==> config.mk <==
export PLATFORM = sky130hd
export DESIGN_NAME = unidade_load_store
export DESIGN_NICKNAME = d
export VERILOG_FILES = /design/src/rtl/unidade_load_store.sv
export SDC_FILE = /design/constraint.sdc
export NUM_CORES = 1
export LEC_CHECK = 0
export BUFFER_PORTS_ARGS = -buffer_cell sky130_fd_sc_hd__buf_2
export CELL_PAD_IN_SITES_DETAIL_PLACEMENT = 1
export CELL_PAD_IN_SITES_GLOBAL_PLACEMENT = 2
export CORE_AREA = 2 2 145 147
export CTS_BUF_LIST = sky130_fd_sc_hd__clkbuf_8 sky130_fd_sc_hd__clkbuf_16
export DETAILED_ROUTE_END_ITERATION = 8
export DIE_AREA = 0 0 147 149
export GPL_ROUTABILITY_DRIVEN = 0
export PLACE_DENSITY_LB_ADDON = 0.1
export SLEW_MARGIN = 20
export SYNTH_ARGS = -nofsm -noshare
export SYNTH_HDL_FRONTEND = slang
export SYNTH_SLANG_ARGS = --single-unit
==> constraint.sdc <==
create_clock -name clk -period 14.2 [get_ports clk]
set_clock_uncertainty 0.15 [all_clocks]
set_input_delay 2.84 -clock clk [delete_from_list [all_inputs] [get_ports clk]]
set_output_delay 2.84 -clock clk [all_outputs]
set_load 0.02 [all_outputs]
==> src/rtl/unidade_load_store.sv <==
// Load/store unit: sequences byte/halfword/word accesses onto a word-wide
// data memory, with read-modify-write for sub-word stores and fault detection.
module unidade_load_store #(
    parameter int unsigned PALAVRAS = 1024
) (
    input  logic        clk,
    input  logic        reset,
    input  logic        Inicia,
    input  logic        EhStore,
    input  logic [2:0]  Funct3,
    input  logic [31:0] Endereco,
    input  logic [31:0] DadoStore,
    output logic [31:0] DadoCarregado,
    output logic        Ocupado,
    output logic        Pronto,
    output logic        Excecao,
    output logic        MemLe,
    output logic        MemEscreve,
    output logic [31:0] MemEndereco,
    output logic [31:0] MemDadoEscrita,
    input  logic [31:0] MemDadoLido
);

    localparam logic [2:0] F3_B  = 3'b000;
    localparam logic [2:0] F3_H  = 3'b001;
    localparam logic [2:0] F3_W  = 3'b010;
    localparam logic [2:0] F3_BU = 3'b100;
    localparam logic [2:0] F3_HU = 3'b101;

    typedef enum logic [1:0] {
        OCIOSO  = 2'd0,
        LEITURA = 2'd1,
        ESCRITA = 2'd2,
        CONCLUI = 2'd3
    } estado_t;

    estado_t     estado;
    logic        ehStoreReg;
    logic [2:0]  funct3Reg;
    logic [31:0] enderecoReg;
    logic [31:0] dadoStoreReg;
    logic [31:0] buffer;

    logic        falha;
    logic [31:0] palavraDeslocada;
    logic [31:0] resultadoCarga;
    logic [31:0] mascara;
    logic [31:0] dadoAlinhado;
    logic [31:0] palavraEscrita;

    // Fault check on the incoming request, evaluated at latch time
    always_comb begin
        falha = 1'b0;
        case (Funct3)
            F3_B:    falha = 1'b0;
            F3_H:    falha = Endereco[0];
            F3_W:    falha = (Endereco[1:0] != 2'b00);
            F3_BU:   falha = EhStore;
            F3_HU:   falha = EhStore | Endereco[0];
            default: falha = 1'b1;
        endcase
        if ({2'b00, Endereco[31:2]} >= 32'(PALAVRAS)) begin
            falha = 1'b1;
        end
    end

    // Lane select and extension of the word arriving in LEITURA
    always_comb begin
        palavraDeslocada = MemDadoLido >> {enderecoReg[1:0], 3'b000};
        case (funct3Reg)
            F3_B:    resultadoCarga = {{24{palavraDeslocada[7]}}, palavraDeslocada[7:0]};
            F3_H:    resultadoCarga = {{16{palavraDeslocada[15]}}, palavraDeslocada[15:0]};
            F3_BU:   resultadoCarga = {24'd0, palavraDeslocada[7:0]};
            F3_HU:   resultadoCarga = {16'd0, palavraDeslocada[15:0]};
            default: resultadoCarga = MemDadoLido;
        endcase
    end

    // Merge store data into the buffered word; sw overwrites every lane
    always_comb begin
        case (funct3Reg)
            F3_B: begin
                mascara      = 32'h0000_00FF << {enderecoReg[1:0], 3'b000};
                dadoAlinhado = {4{dadoStoreReg[7:0]}};
            end
            F3_H: begin
                mascara      = 32'h0000_FFFF << {enderecoReg[1], 4'b0000};
                dadoAlinhado = {2{dadoStoreReg[15:0]}};
            end
            default: begin
                mascara      = 32'hFFFF_FFFF;
                dadoAlinhado = dadoStoreReg;
            end
        endcase
        palavraEscrita = (buffer & ~mascara) | (dadoAlinhado & mascara);
    end

    // Memory-side strobes decode straight from the state so reset kills them at once
    always_comb begin
        Ocupado        = (estado != OCIOSO);
        MemLe          = (estado == LEITURA);
        MemEscreve     = (estado == ESCRITA);
        MemEndereco    = 32'd0;
        MemDadoEscrita = 32'd0;
        if (estado == LEITURA || estado == ESCRITA) begin
            MemEndereco = {enderecoReg[31:2], 2'b00};
        end
        if (estado == ESCRITA) begin
            MemDadoEscrita = palavraEscrita;
        end
    end

    always_ff @(posedge clk or posedge reset) begin
        if (reset) begin
            estado        <= OCIOSO;
            ehStoreReg    <= 1'b0;
            funct3Reg     <= 3'd0;
            enderecoReg   <= 32'd0;
            dadoStoreReg  <= 32'd0;
            buffer        <= 32'd0;
            DadoCarregado <= 32'd0;
            Excecao       <= 1'b0;
            Pronto        <= 1'b0;
        end else begin
            Pronto <= 1'b0;
            case (estado)
                OCIOSO: begin
                    if (Inicia) begin
                        ehStoreReg   <= EhStore;
                        funct3Reg    <= Funct3;
                        enderecoReg  <= Endereco;
                        dadoStoreReg <= DadoStore;
                        Excecao      <= falha;
                        if (falha) begin
                            estado <= CONCLUI;
                            Pronto <= 1'b1;
                        end else if (EhStore && Funct3 == F3_W) begin
                            estado <= ESCRITA;
                        end else begin
                            estado <= LEITURA;
                        end
                    end
                end
                LEITURA: begin
                    buffer <= MemDadoLido;
                    if (ehStoreReg) begin
                        estado <= ESCRITA;
                    end else begin
                        estado        <= CONCLUI;
                        Pronto        <= 1'b1;
                        DadoCarregado <= resultadoCarga;
                    end
                end
                ESCRITA: begin
                    estado <= CONCLUI;
                    Pronto <= 1'b1;
                end
                CONCLUI: begin
                    estado <= OCIOSO;
                end
            endcase
        end
    end

endmodule
; ---- Word-level counts from Yosys, hierarchy flattened
; Cells that the tools add are included.
[word_totals]
reg_bits = 136
latchBits = 0
ramBits = 0
rom_bits = 0
input_bits = 103
wordCells = 55
memories = 0
[op_classes]
addsub = 0
mul = 0
div_mod_pow = 0
magnitude_cmp = 1
eq_ne = 11
shifts = 3
muxes = 16
bitwise_logic = 6
reduce_logical = 9
[op_table]
columns = cell, n
row1 = case mux 32 bit (2 select lines), 2
row2 = case mux 32 bit (4 select lines), 1
row3 = AND 32 bit, 2
row4 = two-way mux 32 bit, 2
row5 = inverter 32 bit, 1
row6 = OR 32 bit, 1
row7 = "left shift 16 x 5 -> 32 bit, first input constant", 1
row8 = "left shift 8 x 5 -> 32 bit, first input constant", 1
row9 = >> shifter 32 x 5 -> 16 bit, 1
row10 = "greater-or-equal comparator 30 x 11 -> 1 bit, second input constant", 1
row11 = "equality test 3 bit, second input constant", 4
row12 = case mux 2 bit (4 select lines), 1
row13 = "equality test 3 x 1 -> 1 bit, second input constant", 2
row14 = zero test 3 bit, 2
row15 = two-way mux 2 bit, 3
row16 = two-way mux 1 bit, 5
row17 = case mux 1 bit (5 select lines), 1
row18 = "equality test 2 bit, second input constant", 2
row19 = AND reduction 2 bit, 2
row20 = nonzero test 2 bit, 2
row21 = "equality test 3 x 2 -> 1 bit, second input constant", 1
row22 = case mux 1 bit (3 select lines), 1
row23 = "equality test 2 x 1 -> 1 bit, second input constant", 1
row24 = zero test 2 bit, 1
row25 = 5 further kinds, 5

; ---- Longest topological paths before layout
; Gate-level depths: netlist (run 1).
[logic_depth]
depth_word = 6
mapped_depth = 9

; ---- Least setup slack after synthesis (run 1)
; No wires, ideal clock.
[synth_path]
path_type = flip-flop to output port
from = register estado[0]
to = output port MemDadoEscrita[25]
arrival_ps = 1754
required_time_ps = 11210
slack_ps = 9456
stages_incl_launch_ff = 6
path_buffers = 2
path_cell_list = dfrtp_1 -> inv_1 -> ha_1 -> clkbuf_1 -> clkbuf_1 -> a21boi_0
[synth_via]
elab_chain_len = 2
[synth_lines]
columns = element, line
row1 = start: declaration, 37  ; estado_t estado;
row2 = start signal: assignment, 115  ; estado <= OCIOSO;
row3 = start signal: assignment, 135  ; estado <= CONCLUI;
row4 = start signal: assignment, 138  ; estado <= ESCRITA;
row5 = equality test 2 bit, -
row6 = net MemEscreve, 18  ; output logic MemEscreve,
row7 = two-way mux 32 bit, 108  ; if (estado == ESCRITA) begin
row8 = end: declaration, 20  ; output logic [31:0] MemDadoEscrita,
; The timed path passes the listed nets, and every way through them passes these cells.

; ---- Final worst setup path (run 1)
[layout_path]
from = register funct3Reg[0]
to = output port MemDadoEscrita[15]
[layout_via]
elab_chain_len = 6
word_cells_on_any_way = 9
[layout_lines]
columns = element, line
row1 = start: declaration, 39  ; logic [2:0] funct3Reg;
row2 = start signal: assignment, 130  ; funct3Reg <= Funct3;
row3 = equality test 3 x 1 -> 1 bit / zero test 3 bit (equally long branches), 81  ; case (funct3Reg)
row4 = case mux 32 bit (2 select lines), 81
row5 = inverter 32 bit, 95  ; palavraEscrita = (buffer & ~mascara) | (dadoAlinhado & mascara);
row6 = AND 32 bit, 95
row7 = OR 32 bit (*), 95
row8 = two-way mux 32 bit (*), 108
; Mark *: on every way between the ends. The rest lies on a longest branch, timed or not.

==> metrics.txt, run 1 <==
syn_area_per_cell=11.1 um^2; Final Hold Viols=0; die height=149 um; startpoint types=flip-flop; die width=147 um; final number of max-transition violations=0; Synth cell types=41; Placed Cells incl. Taps=1066; Power Dens Cells=277 mW/mm^2; layout cells sized above 1=44.8%; Post-Synthesis Cells=634; Yosys reg bits=136; clock transition at the registers of the reported paths=0.06 ns; Net Sw Frac=42.6%; GRT overflow=0; Pint=1.41 mW; detailed-route via count=5598; Design Power=2.46 mW; Core Footprint=0.0206 mm^2; Hold Crit Class=flip-flop to flip-flop; Initial Util=34.2%; IO Pins=204; cts bufs inserted=17; first-pass GRT wire length=35700 um; fin crit share=40.5%; initial DRC count=197; most frequent cells in the layout=buf_2, dfrtp_1, mux2_2; post-route setup TNS=0 ns; CTS tree=yes; Flop pwr share=31.6%; Max clock buf depth=2; row cnt=53; Highest Clock Rate=174 MHz; I/O Buffers=201; Setup Crit Path Kind=flip-flop to output pin; DRC viols=0; Max IR drop VDD=106 uV; Final nets=918; Total Routed Length=22800 um; Setup crit end kind=output pin; Total GRT Usage=21.5%; First-pass DRT Iterations=7; Layout Cells excl Fill=1098; initial antenna violation count=0; Yosys Warn Count=0; CP arrival=2.76 ns; Switch Pwr=1.05 mW; Worst Max-Slew Pin Slew=1.01 ns; Max Cap Viol=0; RSZ-0062 raised after global routing=no; largest net degree at the start of global routing=82; Async SR Flop Fraction=100%; number of global-route vias before repair=5960; H-tree levels=4; Final ANT Viol Nets=0; clk_lat worst skew=0.42 ns; HPWL Detailed=16800 um; most common cell after layout, fill and taps aside=buf_2; LEAKAGE=4.24 nW; final setup violation count=0; CP max FO=22; via-per-instance ratio=5.10; Setup Fix Bufs, Post-CTS=0; share of power burned in the clock network=20.4%; Sink Count=136; clk root buf=clkbuf_16; minimum clock period=5.75 ns; Slew HR=32.1%; sequential cell area fraction in the yosys report=48.5%; Final WS setup=8.45 ns; number of synthesized flops with an enable pin=0; Post-synth top flop=dfrtp_1; Post-CTS Hold Fix Bufs=0; Post-Synthesis Cell Area=0.00702 mm^2; wire per inst=20.8 um; die area=0.0219 mm^2; PostCTS Resize Cnt=0; Req. time, crit path=11.21 ns; Final Hold Slack=0.333 ns; Area Overhead vs Synth=26.4%; logic gate share of total power=48.1%; status=complete, no violations; worst slack at placement=8.66 ns; Antenna Cells=0
## layer usage
metal / track usage, % / wire [um]
met5: 0 / 0
met4: 6.44 / 345
met3: 4.16 / 1220
met2: 32.8 / 10400
met1: 31.0 / 10900
## kinds of logic (layout without fill, tap and decap cells)
group	Yosys count	count (layout)	synth area share (%)
AO/OA/AOI/OAI	149	149	14.3
multiplexers	144	144	22.7
flip-flops	136	136	48.5
AND/OR/NAND/NOR	135	135	9.57
buffers and inverters	64	252	4.06
adder cells (fa/ha/maj)	5	5	0.891
other	1	2	0.0534
## through the flow
step / util (%) / instance area (um^2)
global route: 43.2 / 8880
detailed placement: 39.9 / 8210
global placement: 39.9 / 8200
finish: 43.2 / 8880
floorplan: - / 7030
CTS: 43.1 / 8870
## power by group through the flow
stage               combinational (mW)  clock, mW  sequential [mW]
floorplan                        0.844          0            0.734
global placement                  1.16          0            0.773
detailed placement                1.19          0            0.783
CTS                               1.20      0.510            0.778
global route                      1.29      0.528            0.806
finish                            1.18      0.501            0.777
## state kept, by name (all words and copies together) (netlist names)
signal and flops:
DadoCarregado 32, Excecao 1, Pronto 1, buffer 32
dadoStoreReg 32, ehStoreReg 1, enderecoReg 32, estado 2
funct3Reg 3
## final timing paths
kind,from,end,slack [ns],cells after the start
max,funct3Reg[0],MemDadoEscrita[15],8.45,5
min,DadoCarregado[7],DadoCarregado[7],0.33,2
max reg2reg,estado[1],DadoCarregado[31],11.33,6
min reg2reg,DadoCarregado[7],DadoCarregado[7],0.33,2
max in group asynchronous,reset,buffer[31],10.24,3
min in group asynchronous,reset,enderecoReg[5],2.42,2
## final cells by class
type,count,area (um^2)
clock buffers,18,439
clock inverters,14,221
fillers,2319,11700
inverters,13,53.8
multi-input cells,435,3370
flip-flops and latches,136,3400
well taps,275,344
repair buffers,207,1050
## synth_stat cells (all sizes together) (3+ instances only)
cell type / n / share of area, %
nor2: 22 / 1.2
nor3: 3 / 0.21
o211a: 16 / 2.3
mux2: 111 / 18
o211ai: 8 / 0.86
buf: 24 / 1.9
ha: 5 / 0.89
nor2b: 17 / 1.5
mux2i: 32 / 4.6
dfrtp: 136 / 48
o2bb2ai: 7 / 0.87
o21a: 7 / 0.75
a21oi: 49 / 3.5
a22oi: 7 / 0.75
nor4: 5 / 0.45
nand2: 43 / 2.3
a21boi: 8 / 0.86
and2: 31 / 2.8
o21ai: 39 / 3.4
clkbuf: 27 / 1.4
nand3: 11 / 0.86
inv: 13 / 0.69
## critical path, stage by stage, from the launching register on
cell,delay (ns)
dfrtp_1,0.72
nor3_2,0.92
mux2i_1,0.27
nand2_1,0.07
o211a_1,0.19
buf_2,0.17
No activity file was read; power rests on OpenSTA's default activity.
==> run 2, diff against run 1 <==
--- a/config.mk
+++ b/config.mk
@@ -8,10 +8,10 @@
 export BUFFER_PORTS_ARGS = -buffer_cell sky130_fd_sc_hd__buf_2
 export CELL_PAD_IN_SITES_DETAIL_PLACEMENT = 1
 export CELL_PAD_IN_SITES_GLOBAL_PLACEMENT = 2
-export CORE_AREA = 2 2 145 147
+export CORE_AREA = 2 2 149 151
 export CTS_BUF_LIST = sky130_fd_sc_hd__clkbuf_8 sky130_fd_sc_hd__clkbuf_16
 export DETAILED_ROUTE_END_ITERATION = 8
-export DIE_AREA = 0 0 147 149
+export DIE_AREA = 0 0 151 153
 export GPL_ROUTABILITY_DRIVEN = 0
 export PLACE_DENSITY_LB_ADDON = 0.1
 export SLEW_MARGIN = 20
==> constraint.sdc (replaced) <==
create_clock -name clk -period 5.6 [get_ports clk]
set_clock_uncertainty 0.15 [all_clocks]
set_input_delay 1.12 -clock clk [delete_from_list [all_inputs] [get_ports clk]]
set_output_delay 1.12 -clock clk [all_outputs]
set_load 0.02 [all_outputs]
==> metrics.txt, run 2 (same netlist as run 1, synthesis figures left out) <==
WP buf/inv=2; Max Cap Viol=0; slowest CP cell=nor2_2; minimum clock period=4.19 ns; LEAKAGE=4.23 nW; initial DRC count=221; Initial Util=32.7%; clock transition at the registers of the reported paths=0.06 ns; First-pass DRT Iterations=4; Req. time, crit path=4.33 ns; Final Hold Viols=0; HPWL Detailed=17300 um; R2R Path End=DadoCarregado[28]; Setup Fix Bufs, Post-CTS=0; Power Dens Cells=698 mW/mm^2; first-pass GRT wire length=36100 um; most frequent cells in the layout=buf_2, dfrtp_1, mux2_2; Max clock buf depth=2; Total GRT Usage=20.8%; wire per inst=21.1 um; Final nets=919; internal reg-to-reg setup slack=2.82 ns; row cnt=54; die height=153 um; most common cell after layout, fill and taps aside=buf_2; Hold Crit Class=flip-flop to flip-flop; fin crit share=74.8%; fin util=41.2%; Placed Cells incl. Taps=1072; die width=151 um; IO Pins=204; CTS tree=yes; cts bufs inserted=17; worst slack at placement=1.82 ns; Total Routed Length=23300 um; layout cells sized above 1=44.9%; DRC viols=0; Net Sw Frac=43.0%; Worst R2R Path Depth=4; I/O Buffers=201; GRT overflow=0; Layout Cells excl Fill=1104; Stages on worst setup path=6; Setup crit end=MemDadoEscrita[30]; Core Footprint=0.0215 mm^2; Final WS setup=1.41 ns; Final ANT Viol Nets=0; via-per-instance ratio=5.06; CP max FO=16; PostCTS Resize Cnt=0; Post-CTS Hold Fix Bufs=0; CP arrival=2.92 ns; detailed-route via count=5581; Slew HR=32.3%; clk root buf=clkbuf_16; Setup Crit Path Kind=flip-flop to output pin; number of global-route vias before repair=6121; final setup violation count=0; Flop pwr share=31.5%; H-tree levels=4; status=complete, no violations; RSZ-0062 raised after global routing=no; clk_lat worst skew=0.42 ns; Highest Clock Rate=239 MHz; Pint=3.52 mW; initial antenna violation count=0; Setup crit end kind=output pin; largest net degree at the start of global routing=104; startpoint types=flip-flop; CP cell instances=nor2_2, buf_4, and2_1, nand2_1, a21boi_0, buf_2; Antenna Cells=0; Area Overhead vs Synth=26.0%; Max IR drop VDD=267 uV; Largest stage delay, worst path=0.59 ns; Filler Cells Inserted=2425; share of power burned in the clock network=19.4%; CP Launch Point=funct3Reg[2]; Switch Pwr=2.66 mW; Worst Max-Slew Pin Slew=1.01 ns; logic gate share of total power=49.1%; post-route setup TNS=0 ns; r2r startpoint=enderecoReg[0]; Sink Count=136; largest delay contributor family on the critical path=simple AND/OR/NAND/NOR gates; die area=0.0231 mm^2; final number of max-transition violations=0; Final Hold Slack=0.346 ns
[run 2: changes by cell type in the layout (fill, tap and decap cells not counted), sizes merged]
cell,before,now
clkinv,4,2
clkbuf,18,21
inv,17,16
bufinv,5,3
buf,207,208
clkinvlp,1,3
[run 2: power groups by stage]
stage | sequential (mW) | combinational [mW] | clock, mW
3_5_place_dp | 1.96 | 3.06 | 0
6_report | 1.95 | 3.03 | 1.20
4_1_cts | 1.95 | 3.08 | 1.22
2_1_floorplan | 1.86 | 2.14 | 0
3_3_place_gp | 1.94 | 2.99 | 0
5_1_grt | 2.02 | 3.32 | 1.27
[run 2: per-stage QoR]
step / cell area (um^2) / power (mW)
5_1_grt: 8850 / 6.61
4_1_cts: 8840 / 6.25
3_3_place_gp: 8220 / 4.93
2_1_floorplan: 7030 / 4.00
6_report: 8850 / 6.18
3_5_place_dp: 8220 / 5.02
[run 2: layout make-up]
| type | instances | area, um^2 | area share (%) |
|---|---|---|---|
| well taps | 280 | 350 | 3.96 |
| clock buffers | 21 | 480 | 5.43 |
| multi-input cells | 435 | 3360 | 38.0 |
| repair buffers | 208 | 1060 | 12.0 |
| inverters | 13 | 53.8 | 0.608 |
| flip-flops and latches | 136 | 3400 | 38.4 |
| clock inverters | 11 | 144 | 1.63 |
[run 2: worst min path at each step]
stage | slack, ns | depth (start not counted) | startpoint | end
5_1_grt | 0.36 | 1 | dadoStoreReg[17] | dadoStoreReg[17]
6_report | 0.35 | 1 | enderecoReg[31] | enderecoReg[31]
2_1_floorplan | 0.32 | 1 | enderecoReg[10] | enderecoReg[10]
3_3_place_gp | 0.32 | 2 | DadoCarregado[7] | DadoCarregado[7]
3_5_place_dp | 0.33 | 2 | DadoCarregado[7] | DadoCarregado[7]
4_1_cts | 0.34 | 2 | DadoCarregado[7] | DadoCarregado[7]
[run 2: metal layers]
metal | global-route usage, % | wire length [um] | vias up
met5 | 0 | 0 | -
li1 | - | - | 2598
met4 | 5.12 | 310 | 0
met2 | 32.4 | 10700 | 145
met3 | 4.75 | 1140 | 26
met1 | 29.3 | 11200 | 2812
==> run 3, diff against run 2 <==
--- a/config.mk
+++ b/config.mk
@@ -5,13 +5,14 @@
 export SDC_FILE = /design/constraint.sdc
 export NUM_CORES = 1
 export LEC_CHECK = 0
+export ABC_AREA = 1
 export BUFFER_PORTS_ARGS = -buffer_cell sky130_fd_sc_hd__buf_2
 export CELL_PAD_IN_SITES_DETAIL_PLACEMENT = 1
 export CELL_PAD_IN_SITES_GLOBAL_PLACEMENT = 2
-export CORE_AREA = 2 2 149 151
+export CORE_AREA = 2 2 169 171
 export CTS_BUF_LIST = sky130_fd_sc_hd__clkbuf_8 sky130_fd_sc_hd__clkbuf_16
 export DETAILED_ROUTE_END_ITERATION = 8
-export DIE_AREA = 0 0 151 153
+export DIE_AREA = 0 0 171 173
 export GPL_ROUTABILITY_DRIVEN = 0
 export PLACE_DENSITY_LB_ADDON = 0.1
 export SLEW_MARGIN = 20
==> constraint.sdc (replaced) <==
create_clock -name clk -period 3.42 [get_ports clk]
set_clock_uncertainty 0.15 [all_clocks]
set_input_delay 0.684 -clock clk [delete_from_list [all_inputs] [get_ports clk]]
set_output_delay 0.684 -clock clk [all_outputs]
set_load 0.02 [all_outputs]
==> metrics.txt, run 3 <==
logic gate share of total power=52.1%; layout cells sized above 1=23.1%; row cnt=61; Layout Cells excl Fill=1566; Worst Max-Slew Pin Slew=0.813 ns; largest net degree at the start of global routing=80; Req. time, crit path=2.59 ns; Async SR Flop Fraction=100%; Synth cell types=29; Yosys reg bits=136; most frequent cells in the layout=nand2_1, buf_2, dfrtp_1; share of power burned in the clock network=18.3%; post-route setup TNS=0 ns; Placed Cells incl. Taps=1533; GRT overflow=0; H-tree levels=4; Post-Synthesis Cell Area=0.00709 mm^2; Yosys Warn Count=0; Antenna Cells=0; initial DRC count=393; DRC viols=0; r2r startpoint=estado[1]; cts bufs inserted=17; via-per-instance ratio=4.42; First-pass DRT Iterations=4; I/O Buffers=201; status=complete, no violations; most common cell after layout, fill and taps aside=nand2_1; wire per inst=17.6 um; Final Hold Slack=0.220 ns; fin crit share=92.6%; final number of max-transition violations=0; Highest Clock Rate=316 MHz; post-synth top area share=48.0%; R2R Path End=DadoCarregado[18]; Worst R2R Path Depth=10; Post-CTS Hold Fix Bufs=0; Pint=5.08 mW; minimum clock period=3.17 ns; first-pass GRT wire length=43300 um; Filler Cells Inserted=3501; startpoint types=flip-flop; largest area contributor in the netlist=dfrtp_1; Post-synth top flop=dfrtp_1; commonest cells in the synthesized netlist=nand2_1, dfrtp_1, o21ai_0, inv_1, nor2_1; CTS tree=yes; largest cells by area after synthesis=dfrtp_1, nand2_1, o21ai_0; met3 WL=1110 um; Power Dens Cells=1110 mW/mm^2; syn_area_per_cell=7.16 um^2; clk root buf=clkbuf_16; Slew HR=45.4%; Hold Crit Class=input port to async pin; final setup violation count=0; Max clock buf depth=2; internal reg-to-reg setup slack=1.09 ns; cell with the most instances after synthesis=nand2_1; clock transition at the registers of the reported paths=0.06 ns; Sink Count=136; Setup crit end kind=output pin; Flop pwr share=29.7%; Switch Pwr=4.98 mW; clk_lat worst skew=0.42 ns; Metal-1 WL=12900 um; die height=173 um; design area=0.00904 mm^2; Cell Area, Placed=0.00845 mm^2; number of global-route vias before repair=7321; Max Cap Viol=0; Final nets=1284; CP max FO=16; LEAKAGE=5.02 nW; HPWL Detailed=20800 um; Core Footprint=0.0276 mm^2; IO Pins=204; fin util=32.7%; CP arrival=2.33 ns; Post-Synthesis Cells=991; die width=171 um; Total Routed Length=27600 um; sequential cell area fraction in the yosys report=48.0%; initial antenna violation count=2; Total GRT Usage=19.1%; Final ANT Viol Nets=0; Area Overhead vs Synth=27.5%; detailed-route via count=6925; Net Sw Frac=49.5%; die area=0.0296 mm^2; Final Hold Viols=0; RSZ-0062 raised after global routing=no; Routed met2 length=13300 um; Setup Crit Path Kind=flip-flop to output pin; Initial Util=25.7%; Max IR drop VDD=363 uV; top sig layer=met5; number of synthesized flops with an enable pin=0
## run 3: worst max path at each step
stage / from / end / slack, ns
global placement: funct3Reg[2] / MemDadoEscrita[29] / 0.57
floorplan: reset / DadoCarregado[0] / 0.89
detailed placement: funct3Reg[2] / MemDadoEscrita[26] / 0.50
CTS: funct3Reg[2] / MemDadoEscrita[26] / 0.04
global route: funct3Reg[2] / MemDadoEscrita[16] / 0.03
finish: funct3Reg[2] / MemDadoEscrita[16] / 0.25
## run 3: power groups by stage
stage | Sequential, mW | Clock (mW) | Combinational [mW]
floorplan | 3.00 | 0 | 3.42
global placement | 3.03 | 0 | 5.26
detailed placement | 3.02 | 0 | 5.30
CTS | 3.01 | 1.90 | 5.32
global route | 3.09 | 1.96 | 5.93
finish | 2.98 | 1.84 | 5.23
## run 3: per-stage QoR
step / total power, mW / setup WS [ns]
finish: 10.1 / 0.254
global route: 11.0 / 0.0323
detailed placement: 8.32 / 0.504
floorplan: 6.42 / 0.893
global placement: 8.29 / 0.574
CTS: 10.2 / 0.0362
## run 3: worst max-delay path, cell delays in order, from the launching register on
cell	delay (ns)
dfrtp_1	0.63
nor2_8	0.07
nand2_4	0.14
nor2_1	0.07
nor2_2	0.47
o21ai_0	0.17
a31oi_1	0.18
buf_2	0.19
## run 3: cell families (layout without fill, tap and decap cells)
logic type / after synthesis / after routing / synth area share, %
AO/OA/AOI/OAI: 157 / 157 / 12.0
adder cells (fa/ha/maj): 5 / 5 / 0.882
buffers and inverters: 144 / 340 / 8.57
flip-flops: 136 / 136 / 48.0
other: 1 / 2 / 0.0529
AND/OR/NAND/NOR: 548 / 548 / 30.5
## run 3: what timing repair did
item / 4_1_cts / 5_1_grt
buffers inserted: 0 / 2
hold endpoints to repair: 0 / 0
endpoints found under the setup margin: 0 / 31
resized for setup: 0 / 1
## run 3: routing by layer
layer  vias up  global-route usage, %
met5         -                      0
met4         2                   4.80
met3        18                   3.02
met2       145                   31.6
met1      3309                   26.1
li1       3451                      -
## run 3: area by class of cell
type / count / area, um^2 / area share [%]
clock buffers: 17 / 425 / 4.70
clock inverters: 14 / 153 / 1.69
inverters: 93 / 358 / 3.96
multi-input cells: 712 / 3090 / 34.1
flip-flops and latches: 136 / 3400 / 37.6
well taps: 378 / 473 / 5.23
repair buffers: 216 / 1140 / 12.6
